### src/rtl/ravenoc_axi_port_steer_if.sv
// ravenoc_axi_port_steer_if: upstream AXI4 channel plus per-port downstream NI channels
interface ravenoc_axi_port_steer_if #(
  parameter int NUM_PORTS = 4,
  parameter int ID_W      = 4,
  parameter int ADDR_W    = 32,
  parameter int DATA_W    = 32
);
  logic [ID_W-1:0]   up_awid;
  logic [ADDR_W-1:0] up_awaddr;
  logic [7:0]        up_awlen;
  logic              up_awvalid;
  logic              up_awready;
  logic [DATA_W-1:0] up_wdata;
  logic              up_wlast;
  logic              up_wvalid;
  logic              up_wready;
  logic [ID_W-1:0]   up_bid;
  logic [1:0]        up_bresp;
  logic              up_bvalid;
  logic              up_bready;
  logic [ID_W-1:0]   up_arid;
  logic [ADDR_W-1:0] up_araddr;
  logic [7:0]        up_arlen;
  logic              up_arvalid;
  logic              up_arready;
  logic [ID_W-1:0]   up_rid;
  logic [DATA_W-1:0] up_rdata;
  logic [1:0]        up_rresp;
  logic              up_rlast;
  logic              up_rvalid;
  logic              up_rready;
  logic [NUM_PORTS-1:0][ID_W-1:0]   dn_awid;
  logic [NUM_PORTS-1:0][ADDR_W-1:0] dn_awaddr;
  logic [NUM_PORTS-1:0][7:0]        dn_awlen;
  logic [NUM_PORTS-1:0]             dn_awvalid;
  logic [NUM_PORTS-1:0]             dn_awready;
  logic [NUM_PORTS-1:0][DATA_W-1:0] dn_wdata;
  logic [NUM_PORTS-1:0]             dn_wlast;
  logic [NUM_PORTS-1:0]             dn_wvalid;
  logic [NUM_PORTS-1:0]             dn_wready;
  logic [NUM_PORTS-1:0][ID_W-1:0]   dn_bid;
  logic [NUM_PORTS-1:0][1:0]        dn_bresp;
  logic [NUM_PORTS-1:0]             dn_bvalid;
  logic [NUM_PORTS-1:0]             dn_bready;
  logic [NUM_PORTS-1:0][ID_W-1:0]   dn_arid;
  logic [NUM_PORTS-1:0][ADDR_W-1:0] dn_araddr;
  logic [NUM_PORTS-1:0][7:0]        dn_arlen;
  logic [NUM_PORTS-1:0]             dn_arvalid;
  logic [NUM_PORTS-1:0]             dn_arready;
  logic [NUM_PORTS-1:0][ID_W-1:0]   dn_rid;
  logic [NUM_PORTS-1:0][DATA_W-1:0] dn_rdata;
  logic [NUM_PORTS-1:0][1:0]        dn_rresp;
  logic [NUM_PORTS-1:0]             dn_rlast;
  logic [NUM_PORTS-1:0]             dn_rvalid;
  logic [NUM_PORTS-1:0]             dn_rready;
  modport slave (
    input  up_awid, up_awaddr, up_awlen, up_awvalid, up_wdata, up_wlast, up_wvalid, up_bready,
           up_arid, up_araddr, up_arlen, up_arvalid, up_rready,
    output up_awready, up_wready, up_bid, up_bresp, up_bvalid, up_arready,
           up_rid, up_rdata, up_rresp, up_rlast, up_rvalid,
    output dn_awid, dn_awaddr, dn_awlen, dn_awvalid, dn_wdata, dn_wlast, dn_wvalid, dn_bready,
           dn_arid, dn_araddr, dn_arlen, dn_arvalid, dn_rready,
    input  dn_awready, dn_wready, dn_bid, dn_bresp, dn_bvalid, dn_arready,
           dn_rid, dn_rdata, dn_rresp, dn_rlast, dn_rvalid
  );
  modport master (
    output up_awid, up_awaddr, up_awlen, up_awvalid, up_wdata, up_wlast, up_wvalid, up_bready,
           up_arid, up_araddr, up_arlen, up_arvalid, up_rready,
    input  up_awready, up_wready, up_bid, up_bresp, up_bvalid, up_arready,
           up_rid, up_rdata, up_rresp, up_rlast, up_rvalid,
    input  dn_awid, dn_awaddr, dn_awlen, dn_awvalid, dn_wdata, dn_wlast, dn_wvalid, dn_bready,
           dn_arid, dn_araddr, dn_arlen, dn_arvalid, dn_rready,
    output dn_awready, dn_wready, dn_bid, dn_bresp, dn_bvalid, dn_arready,
           dn_rid, dn_rdata, dn_rresp, dn_rlast, dn_rvalid
  );
endinterface

### src/rtl/ravenoc_axi_port_steer.sv
// ravenoc_axi_port_steer: steers one AXI4 master to a run-time selected NI port, switching only when drained
module ravenoc_axi_port_steer #(
  parameter int NUM_PORTS = 4,
  parameter int MAX_OUTST = 4,
  localparam int PW = NUM_PORTS > 1 ? $clog2(NUM_PORTS) : 1,
  localparam int CW = $clog2(MAX_OUTST + 1)
) (
  input  logic          clk_axi,
  input  logic          arst_axi,
  input  logic          sel_valid,
  input  logic [PW-1:0] sel_port,
  output logic          sel_ready,
  output logic          sel_err,
  output logic [PW-1:0] cur_port,
  output logic          port_active,
  output logic          busy,
  ravenoc_axi_port_steer_if.slave axi
);
  typedef enum logic [1:0] {IDLE, ACTIVE, DRAIN} state_t;
  state_t state, state_nx;
  logic [PW-1:0] nxt_port, cur_nx, nxt_nx;
  logic [CW-1:0] wr_cnt, rd_cnt, w_pend;
  logic in_range, drained, aw_ok, ar_ok, w_ok, aw_hs, wl_hs, b_hs, ar_hs, rl_hs;
  assign in_range    = int'(sel_port) < NUM_PORTS;
  assign drained     = wr_cnt == '0 && rd_cnt == '0 && w_pend == '0;
  assign port_active = state != IDLE;
  assign busy        = wr_cnt != '0 || rd_cnt != '0;
  assign aw_ok = state == ACTIVE && wr_cnt < CW'(MAX_OUTST);
  assign ar_ok = state == ACTIVE && rd_cnt < CW'(MAX_OUTST);
  assign aw_hs = aw_ok && axi.up_awvalid && axi.dn_awready[cur_port];
  assign w_ok  = port_active && (w_pend != '0 || aw_hs);
  assign wl_hs = w_ok && axi.up_wvalid && axi.dn_wready[cur_port] && axi.up_wlast;
  assign b_hs  = port_active && axi.dn_bvalid[cur_port] && axi.up_bready;
  assign ar_hs = ar_ok && axi.up_arvalid && axi.dn_arready[cur_port];
  assign rl_hs = port_active && axi.dn_rvalid[cur_port] && axi.up_rready && axi.dn_rlast[cur_port];
  // state, selected ports and outstanding-transaction counters
  always_ff @(posedge clk_axi or negedge arst_axi) begin
    if (!arst_axi) begin
      state    <= IDLE;
      cur_port <= '0;
      nxt_port <= '0;
      wr_cnt   <= '0;
      rd_cnt   <= '0;
      w_pend   <= '0;
    end else begin
      state    <= state_nx;
      cur_port <= cur_nx;
      nxt_port <= nxt_nx;
      wr_cnt   <= wr_cnt + CW'(aw_hs) - CW'(b_hs);
      rd_cnt   <= rd_cnt + CW'(ar_hs) - CW'(rl_hs);
      w_pend   <= w_pend + CW'(aw_hs) - CW'(wl_hs);
    end
  end
  // selection handshake and port-switch sequencing
  always_comb begin
    state_nx  = state;
    cur_nx    = cur_port;
    nxt_nx    = nxt_port;
    sel_ready = 1'b0;
    sel_err   = 1'b0;
    case (state)
      IDLE: if (sel_valid) begin
        sel_ready = 1'b1;
        sel_err   = !in_range;
        if (in_range) begin
          cur_nx   = sel_port;
          state_nx = ACTIVE;
        end
      end
      ACTIVE: if (sel_valid) begin
        sel_ready = !in_range || sel_port == cur_port;
        sel_err   = !in_range;
        if (in_range && sel_port != cur_port) begin
          nxt_nx   = sel_port;
          state_nx = DRAIN;
        end
      end
      DRAIN: if (drained) begin
        sel_ready = 1'b1;
        cur_nx    = nxt_port;
        state_nx  = ACTIVE;
      end
      default: state_nx = IDLE;
    endcase
  end
  // route the selected port only; everything else sees zeros, upstream readies are gated
  always_comb begin
    axi.dn_awid    = '0;
    axi.dn_awaddr  = '0;
    axi.dn_awlen   = '0;
    axi.dn_awvalid = '0;
    axi.dn_wdata   = '0;
    axi.dn_wlast   = '0;
    axi.dn_wvalid  = '0;
    axi.dn_bready  = '0;
    axi.dn_arid    = '0;
    axi.dn_araddr  = '0;
    axi.dn_arlen   = '0;
    axi.dn_arvalid = '0;
    axi.dn_rready  = '0;
    axi.up_awready = 1'b0;
    axi.up_wready  = 1'b0;
    axi.up_bid     = '0;
    axi.up_bresp   = '0;
    axi.up_bvalid  = 1'b0;
    axi.up_arready = 1'b0;
    axi.up_rid     = '0;
    axi.up_rdata   = '0;
    axi.up_rresp   = '0;
    axi.up_rlast   = 1'b0;
    axi.up_rvalid  = 1'b0;
    if (port_active) begin
      axi.dn_awid[cur_port]    = axi.up_awid;
      axi.dn_awaddr[cur_port]  = axi.up_awaddr;
      axi.dn_awlen[cur_port]   = axi.up_awlen;
      axi.dn_awvalid[cur_port] = axi.up_awvalid && aw_ok;
      axi.dn_wdata[cur_port]   = axi.up_wdata;
      axi.dn_wlast[cur_port]   = axi.up_wlast;
      axi.dn_wvalid[cur_port]  = axi.up_wvalid && w_ok;
      axi.dn_bready[cur_port]  = axi.up_bready;
      axi.dn_arid[cur_port]    = axi.up_arid;
      axi.dn_araddr[cur_port]  = axi.up_araddr;
      axi.dn_arlen[cur_port]   = axi.up_arlen;
      axi.dn_arvalid[cur_port] = axi.up_arvalid && ar_ok;
      axi.dn_rready[cur_port]  = axi.up_rready;
      axi.up_awready = axi.dn_awready[cur_port] && aw_ok;
      axi.up_wready  = axi.dn_wready[cur_port] && w_ok;
      axi.up_bid     = axi.dn_bid[cur_port];
      axi.up_bresp   = axi.dn_bresp[cur_port];
      axi.up_bvalid  = axi.dn_bvalid[cur_port];
      axi.up_arready = axi.dn_arready[cur_port] && ar_ok;
      axi.up_rid     = axi.dn_rid[cur_port];
      axi.up_rdata   = axi.dn_rdata[cur_port];
      axi.up_rresp   = axi.dn_rresp[cur_port];
      axi.up_rlast   = axi.dn_rlast[cur_port];
      axi.up_rvalid  = axi.dn_rvalid[cur_port];
    end
  end
  a_port_range: assert property (@(posedge clk_axi) disable iff (!arst_axi) int'(cur_port) < NUM_PORTS);
  a_wr_under:   assert property (@(posedge clk_axi) disable iff (!arst_axi) b_hs |-> wr_cnt != '0);
  a_rd_under:   assert property (@(posedge clk_axi) disable iff (!arst_axi) rl_hs |-> rd_cnt != '0);
  a_w_under:    assert property (@(posedge clk_axi) disable iff (!arst_axi) wl_hs |-> (w_pend != '0 || aw_hs));
  a_dn_isolate: assert property (@(posedge clk_axi) disable iff (!arst_axi)
    ((axi.dn_awvalid | axi.dn_wvalid | axi.dn_arvalid) & ~(NUM_PORTS'(1) << cur_port)) == '0);
endmodule
### src/flat_wrapper.sv
// flat-port wrapper written by rule: the top's interface ports become plain ports
module ravenoc_axi_port_steer_flat 
#(
  parameter int NUM_PORTS = 4,
  parameter int MAX_OUTST = 4,
  localparam int PW = NUM_PORTS > 1 ? $clog2(NUM_PORTS) : 1,
  localparam int CW = $clog2(MAX_OUTST + 1)
)
  (clk_axi, arst_axi, sel_valid, sel_port, sel_ready, sel_err, cur_port, port_active, busy, axi_up_awid, axi_up_awaddr, axi_up_awlen, axi_up_awvalid, axi_up_wdata, axi_up_wlast, axi_up_wvalid, axi_up_bready, axi_up_arid, axi_up_araddr, axi_up_arlen, axi_up_arvalid, axi_up_rready, axi_up_awready, axi_up_wready, axi_up_bid, axi_up_bresp, axi_up_bvalid, axi_up_arready, axi_up_rid, axi_up_rdata, axi_up_rresp, axi_up_rlast, axi_up_rvalid, axi_dn_awid, axi_dn_awaddr, axi_dn_awlen, axi_dn_awvalid, axi_dn_wdata, axi_dn_wlast, axi_dn_wvalid, axi_dn_bready, axi_dn_arid, axi_dn_araddr, axi_dn_arlen, axi_dn_arvalid, axi_dn_rready, axi_dn_awready, axi_dn_wready, axi_dn_bid, axi_dn_bresp, axi_dn_bvalid, axi_dn_arready, axi_dn_rid, axi_dn_rdata, axi_dn_rresp, axi_dn_rlast, axi_dn_rvalid);
  ravenoc_axi_port_steer_if #(.NUM_PORTS(NUM_PORTS)) axi_i ();
  input  logic clk_axi;
  input  logic arst_axi;
  input  logic sel_valid;
  input  logic [PW-1:0] sel_port;
  output logic sel_ready;
  output logic sel_err;
  output logic [PW-1:0] cur_port;
  output logic port_active;
  output logic busy;
  input wire logic [$bits(axi_i.up_awid)-1:0] axi_up_awid;
  input wire logic [$bits(axi_i.up_awaddr)-1:0] axi_up_awaddr;
  input wire logic [$bits(axi_i.up_awlen)-1:0] axi_up_awlen;
  input wire logic [$bits(axi_i.up_awvalid)-1:0] axi_up_awvalid;
  input wire logic [$bits(axi_i.up_wdata)-1:0] axi_up_wdata;
  input wire logic [$bits(axi_i.up_wlast)-1:0] axi_up_wlast;
  input wire logic [$bits(axi_i.up_wvalid)-1:0] axi_up_wvalid;
  input wire logic [$bits(axi_i.up_bready)-1:0] axi_up_bready;
  input wire logic [$bits(axi_i.up_arid)-1:0] axi_up_arid;
  input wire logic [$bits(axi_i.up_araddr)-1:0] axi_up_araddr;
  input wire logic [$bits(axi_i.up_arlen)-1:0] axi_up_arlen;
  input wire logic [$bits(axi_i.up_arvalid)-1:0] axi_up_arvalid;
  input wire logic [$bits(axi_i.up_rready)-1:0] axi_up_rready;
  output wire logic [$bits(axi_i.up_awready)-1:0] axi_up_awready;
  output wire logic [$bits(axi_i.up_wready)-1:0] axi_up_wready;
  output wire logic [$bits(axi_i.up_bid)-1:0] axi_up_bid;
  output wire logic [$bits(axi_i.up_bresp)-1:0] axi_up_bresp;
  output wire logic [$bits(axi_i.up_bvalid)-1:0] axi_up_bvalid;
  output wire logic [$bits(axi_i.up_arready)-1:0] axi_up_arready;
  output wire logic [$bits(axi_i.up_rid)-1:0] axi_up_rid;
  output wire logic [$bits(axi_i.up_rdata)-1:0] axi_up_rdata;
  output wire logic [$bits(axi_i.up_rresp)-1:0] axi_up_rresp;
  output wire logic [$bits(axi_i.up_rlast)-1:0] axi_up_rlast;
  output wire logic [$bits(axi_i.up_rvalid)-1:0] axi_up_rvalid;
  output wire logic [$bits(axi_i.dn_awid)-1:0] axi_dn_awid;
  output wire logic [$bits(axi_i.dn_awaddr)-1:0] axi_dn_awaddr;
  output wire logic [$bits(axi_i.dn_awlen)-1:0] axi_dn_awlen;
  output wire logic [$bits(axi_i.dn_awvalid)-1:0] axi_dn_awvalid;
  output wire logic [$bits(axi_i.dn_wdata)-1:0] axi_dn_wdata;
  output wire logic [$bits(axi_i.dn_wlast)-1:0] axi_dn_wlast;
  output wire logic [$bits(axi_i.dn_wvalid)-1:0] axi_dn_wvalid;
  output wire logic [$bits(axi_i.dn_bready)-1:0] axi_dn_bready;
  output wire logic [$bits(axi_i.dn_arid)-1:0] axi_dn_arid;
  output wire logic [$bits(axi_i.dn_araddr)-1:0] axi_dn_araddr;
  output wire logic [$bits(axi_i.dn_arlen)-1:0] axi_dn_arlen;
  output wire logic [$bits(axi_i.dn_arvalid)-1:0] axi_dn_arvalid;
  output wire logic [$bits(axi_i.dn_rready)-1:0] axi_dn_rready;
  input wire logic [$bits(axi_i.dn_awready)-1:0] axi_dn_awready;
  input wire logic [$bits(axi_i.dn_wready)-1:0] axi_dn_wready;
  input wire logic [$bits(axi_i.dn_bid)-1:0] axi_dn_bid;
  input wire logic [$bits(axi_i.dn_bresp)-1:0] axi_dn_bresp;
  input wire logic [$bits(axi_i.dn_bvalid)-1:0] axi_dn_bvalid;
  input wire logic [$bits(axi_i.dn_arready)-1:0] axi_dn_arready;
  input wire logic [$bits(axi_i.dn_rid)-1:0] axi_dn_rid;
  input wire logic [$bits(axi_i.dn_rdata)-1:0] axi_dn_rdata;
  input wire logic [$bits(axi_i.dn_rresp)-1:0] axi_dn_rresp;
  input wire logic [$bits(axi_i.dn_rlast)-1:0] axi_dn_rlast;
  input wire logic [$bits(axi_i.dn_rvalid)-1:0] axi_dn_rvalid;
  assign axi_i.up_awid = axi_up_awid;
  assign axi_i.up_awaddr = axi_up_awaddr;
  assign axi_i.up_awlen = axi_up_awlen;
  assign axi_i.up_awvalid = axi_up_awvalid;
  assign axi_i.up_wdata = axi_up_wdata;
  assign axi_i.up_wlast = axi_up_wlast;
  assign axi_i.up_wvalid = axi_up_wvalid;
  assign axi_i.up_bready = axi_up_bready;
  assign axi_i.up_arid = axi_up_arid;
  assign axi_i.up_araddr = axi_up_araddr;
  assign axi_i.up_arlen = axi_up_arlen;
  assign axi_i.up_arvalid = axi_up_arvalid;
  assign axi_i.up_rready = axi_up_rready;
  assign axi_up_awready = axi_i.up_awready;
  assign axi_up_wready = axi_i.up_wready;
  assign axi_up_bid = axi_i.up_bid;
  assign axi_up_bresp = axi_i.up_bresp;
  assign axi_up_bvalid = axi_i.up_bvalid;
  assign axi_up_arready = axi_i.up_arready;
  assign axi_up_rid = axi_i.up_rid;
  assign axi_up_rdata = axi_i.up_rdata;
  assign axi_up_rresp = axi_i.up_rresp;
  assign axi_up_rlast = axi_i.up_rlast;
  assign axi_up_rvalid = axi_i.up_rvalid;
  assign axi_dn_awid = axi_i.dn_awid;
  assign axi_dn_awaddr = axi_i.dn_awaddr;
  assign axi_dn_awlen = axi_i.dn_awlen;
  assign axi_dn_awvalid = axi_i.dn_awvalid;
  assign axi_dn_wdata = axi_i.dn_wdata;
  assign axi_dn_wlast = axi_i.dn_wlast;
  assign axi_dn_wvalid = axi_i.dn_wvalid;
  assign axi_dn_bready = axi_i.dn_bready;
  assign axi_dn_arid = axi_i.dn_arid;
  assign axi_dn_araddr = axi_i.dn_araddr;
  assign axi_dn_arlen = axi_i.dn_arlen;
  assign axi_dn_arvalid = axi_i.dn_arvalid;
  assign axi_dn_rready = axi_i.dn_rready;
  assign axi_i.dn_awready = axi_dn_awready;
  assign axi_i.dn_wready = axi_dn_wready;
  assign axi_i.dn_bid = axi_dn_bid;
  assign axi_i.dn_bresp = axi_dn_bresp;
  assign axi_i.dn_bvalid = axi_dn_bvalid;
  assign axi_i.dn_arready = axi_dn_arready;
  assign axi_i.dn_rid = axi_dn_rid;
  assign axi_i.dn_rdata = axi_dn_rdata;
  assign axi_i.dn_rresp = axi_dn_rresp;
  assign axi_i.dn_rlast = axi_dn_rlast;
  assign axi_i.dn_rvalid = axi_dn_rvalid;
  ravenoc_axi_port_steer #(.NUM_PORTS(NUM_PORTS), .MAX_OUTST(MAX_OUTST)) u_core (.clk_axi(clk_axi), .arst_axi(arst_axi), .sel_valid(sel_valid), .sel_port(sel_port), .sel_ready(sel_ready), .sel_err(sel_err), .cur_port(cur_port), .port_active(port_active), .busy(busy), .axi(axi_i));
endmodule
### config.mk
export PLATFORM = sky130hd
export DESIGN_NAME = ravenoc_axi_port_steer_flat
export DESIGN_NICKNAME = d
export VERILOG_FILES = /design/src/rtl/ravenoc_axi_port_steer_if.sv /design/src/rtl/ravenoc_axi_port_steer.sv /design/src/flat_wrapper.sv
export SDC_FILE = /design/constraint.sdc
export NUM_CORES = 1
export LEC_CHECK = 0
export CELL_PAD_IN_SITES_DETAIL_PLACEMENT = 0
export CELL_PAD_IN_SITES_GLOBAL_PLACEMENT = 1
export CORE_AREA = 2 2 349 351
export CTS_BUF_LIST = sky130_fd_sc_hd__clkbuf_4 sky130_fd_sc_hd__clkbuf_8 sky130_fd_sc_hd__clkbuf_16
export DETAILED_ROUTE_END_ITERATION = 8
export DIE_AREA = 0 0 351 353
export HOLD_SLACK_MARGIN = 0.12
export PLACE_DENSITY_LB_ADDON = 0.08
export REMOVE_ABC_BUFFERS = 1
export SLEW_MARGIN = 5
export SYNTH_ARGS = -nofsm -noshare
export SYNTH_HDL_FRONTEND = slang
export SYNTH_SLANG_ARGS = --single-unit
### constraint.sdc
create_clock -name clk_axi -period 4.2 [get_ports clk_axi]
set_input_delay 0.63 -clock clk_axi [delete_from_list [all_inputs] [get_ports clk_axi]]
set_output_delay 0.63 -clock clk_axi [all_outputs]
set_load 0.02 [all_outputs]
==> summary.txt <==
Leading area contributor after synthesis -> and2_1
Post-CTS Hold Buffers -> 0
DP Area -> 0.0167 mm²
DRC Markers -> 0
Placed insts -> 3235
Crit path DAT -> 3.00 ns
Critical Path RT -> 3.57 ns
Worst r2r src -> u_core.state[1]
Routed Antenna Nets -> 0
Post-Syn Instances -> 772
Boundary pin count -> 891
Htree depth -> 1
Area Growth Syn to Fin -> 189%
Initial Util -> 0.0484
Max Cap Violations -> 0
Share of cells above drive strength 1 -> 0.0551
P_leak -> 0.00578 µW
Reg2Reg Depth -> 10
Tightest Hold Check Type -> flop to flop
Synth top area share -> 0.580
Max-slew headroom -> 0.463
Core area -> 0.121 mm²
Mean Syn Cell Area -> 7.55 µm²
Cell area after layout -> 0.0169 mm²
Hold_ws -> 0.507 ns
Port-buffer cells -> 889
Top-count cell post-synth -> and2_1
Worst-margin pin slew -> 0.803 ns
Hold Violations, Final -> 0
Rows -> 128
Outcome -> completed
Nets@finish -> 1955
Clk root buf -> clkbuf_16
Peak supply drop -> 0.272 mV
R2R Setup Slk -> 0.91 ns
Setup violations, final -> 0
Initial antenna violation count -> 24
Hold Crit Endpoint -> u_core.wr_cnt[2]
Gr usage total -> 0.114
CTS tree -> done
Via count -> 8890
Final Max Tran Viols -> 0
Initial DRC count -> 255
Fmax -> 275 MHz
DIE HEIGHT -> 353 µm
Yosys warns -> 0
Top cells by area, synth -> and2_1 (58%), mux4_2 (19%), dfrtp_1 (6.4%)
Post-cts gate resize count -> 0
Dpl hpwl -> 66100 µm
Hold depth -> 1
Via/cell ratio -> 2.73
DR pass1 iterations -> 4
Sink Count -> 15
#FFs+latches synth -> 15
Crit path max fanout -> 29
Unique masters post-synth -> 38
Crit start category -> flop
Hold path start -> u_core.wr_cnt[2]
RePlAce Congestion -> 0.772
Pwr dens -> 550 mW/mm²
Total power draw -> 9280 µW
Finished Layout Cells -> 3254
EDFF count, synth -> 0
Chip width -> 351 µm
Wire per inst -> 23.1 µm
Post-synthesis async set-or-reset flop share -> 1.00
Clk_lat worst skew -> 0.24 ns
Crit path kind -> flop to output port
Final WL -> 75000 µm
Pin count of the biggest net entering global routing -> 81
Top_reg_cell synth -> dfrtp_1
Commonest cells post-synth -> and2_1 (541), clkbuf_1 (57), mux4_2 (50)
# Post-CTS Setup Buffers -> 0
CP Capture Type -> output port
Gr ovfl total -> 0
TritonCTS buffer count -> 3
Reg clk slew, reported paths -> 0.05 ns
RR Endpoint -> u_core.rd_cnt[2]
Die area -> 0.124 mm²
Seq/Total Area, Yosys -> 0.0644
First-pass GRT wire length -> 94900 µm
Clk_skew -> 0.00147 ns
Post-layout minimum cycle time -> 3.63 ns
Synth Cell Area -> 0.00583 mm²
CTS Buffer Depth -> 2
RSZ-0062 raised after global routing -> no
Final worst-path cycle share -> 0.864
Vias in the first global route -> 9178
cells in the final DEF, fill, tap and decap left out, types with 3 or more instances in the layout:
master           synthesis  layout
ha_1                     6       6
mux4_2                  50      50
nor3b_1                  5       5
dfrtp_1                 15      13
and2_1                 541     541
nand3_1                  4       4
inv_1                   18      18
diode_2                  0      15
clkbuf_16                0       3
and3_1                   4       4
xnor2_1                  7       7
nand2_1                  6       6
buf_12                   0       7
nor3_4                   0       3
buf_4                    2      13
fa_1                     3       3
nor2_1                  13      13
clkdlybuf4s50_1          0     889
routing by layer:
metal,GRT usage,wire [µm],vias to the layer above
li1,-,-,4170
met1,0.117,26500,4166
met2,0.227,41000,514
met3,0.0381,7060,32
met4,0.00961,365,8
met5,0,42,-
critical path: stages (launching register included):
cell and delay, ns:
dfrtp_4 0.73, buf_4 0.57, mux4_2 0.59, and2_1 0.19, clkdlybuf4s50_1 0.64
how the worst max path moves through the flow:
stage | endpoint | cells past startpoint | slack (ns) | startpoint
after global placement | u_core.w_pend[2] | 10 | 0.62 | axi_dn_awready[0]
after floorplan | axi_dn_araddr[32] | 3 | -1.85 | u_core.cur_port[0]
after CTS | axi_up_rdata[14] | 4 | 0.41 | u_core.cur_port[0]
after global routing | axi_up_rdata[14] | 4 | 0.39 | u_core.cur_port[0]
after detailed placement | axi_up_rdata[14] | 4 | 0.69 | u_core.cur_port[0]
final | axi_up_rdata[14] | 4 | 0.57 | u_core.cur_port[0]
sequential cells by signal, indices dropped and copies added, names as in the netlist:
register,cells
u_core.nxt_port,2
u_core.cur_port,2
u_core.rd_cnt,3
u_core.w_pend,3
u_core.wr_cnt,3
u_core.state,2
area by class of cell:
type / count / area [µm²]
fill: 13800 / 104000
inverter: 19 / 71.3
clock buffer: 4 / 82.6
timing repair buffer: 909 / 9140
tap: 1625 / 2030
multi-input combinational: 667 / 5120
sequential: 15 / 383
antenna: 15 / 37.5
power breakdown:
group          switching [µW]  internal (µW)  leakage [µW]
registers                 178            228      0.000173
clock network            59.7            135     0.0000417
logic                    4790           3890       0.00557
total                    5020           4250       0.00578
metrics by stage:
stage	utilization	setup slack, ns	TNS (ns)
floorplan	-	-1.85	-542.47
global placement	0.139	0.619	0
detailed placement	0.139	0.686	0
CTS	0.140	0.414	0
global route	0.140	0.388	0
finish	0.140	0.570	0
cells by family (layout without fill, tap and decap cells):
logic type / after synthesis / count (layout) / synth area share
flip-flops: 15 / 15 / 0.0644
adder cells (fa/ha/maj): 9 / 9 / 0.0232
AND/OR/NAND/NOR: 585 / 585 / 0.623
AO/OA/AOI/OAI: 12 / 12 / 0.0187
other: 1 / 16 / 0.000643
buffers and inverters: 90 / 932 / 0.0616
multiplexers: 52 / 52 / 0.197
XOR/XNOR: 8 / 8 / 0.0120
(Power assumes the default switching activity.)
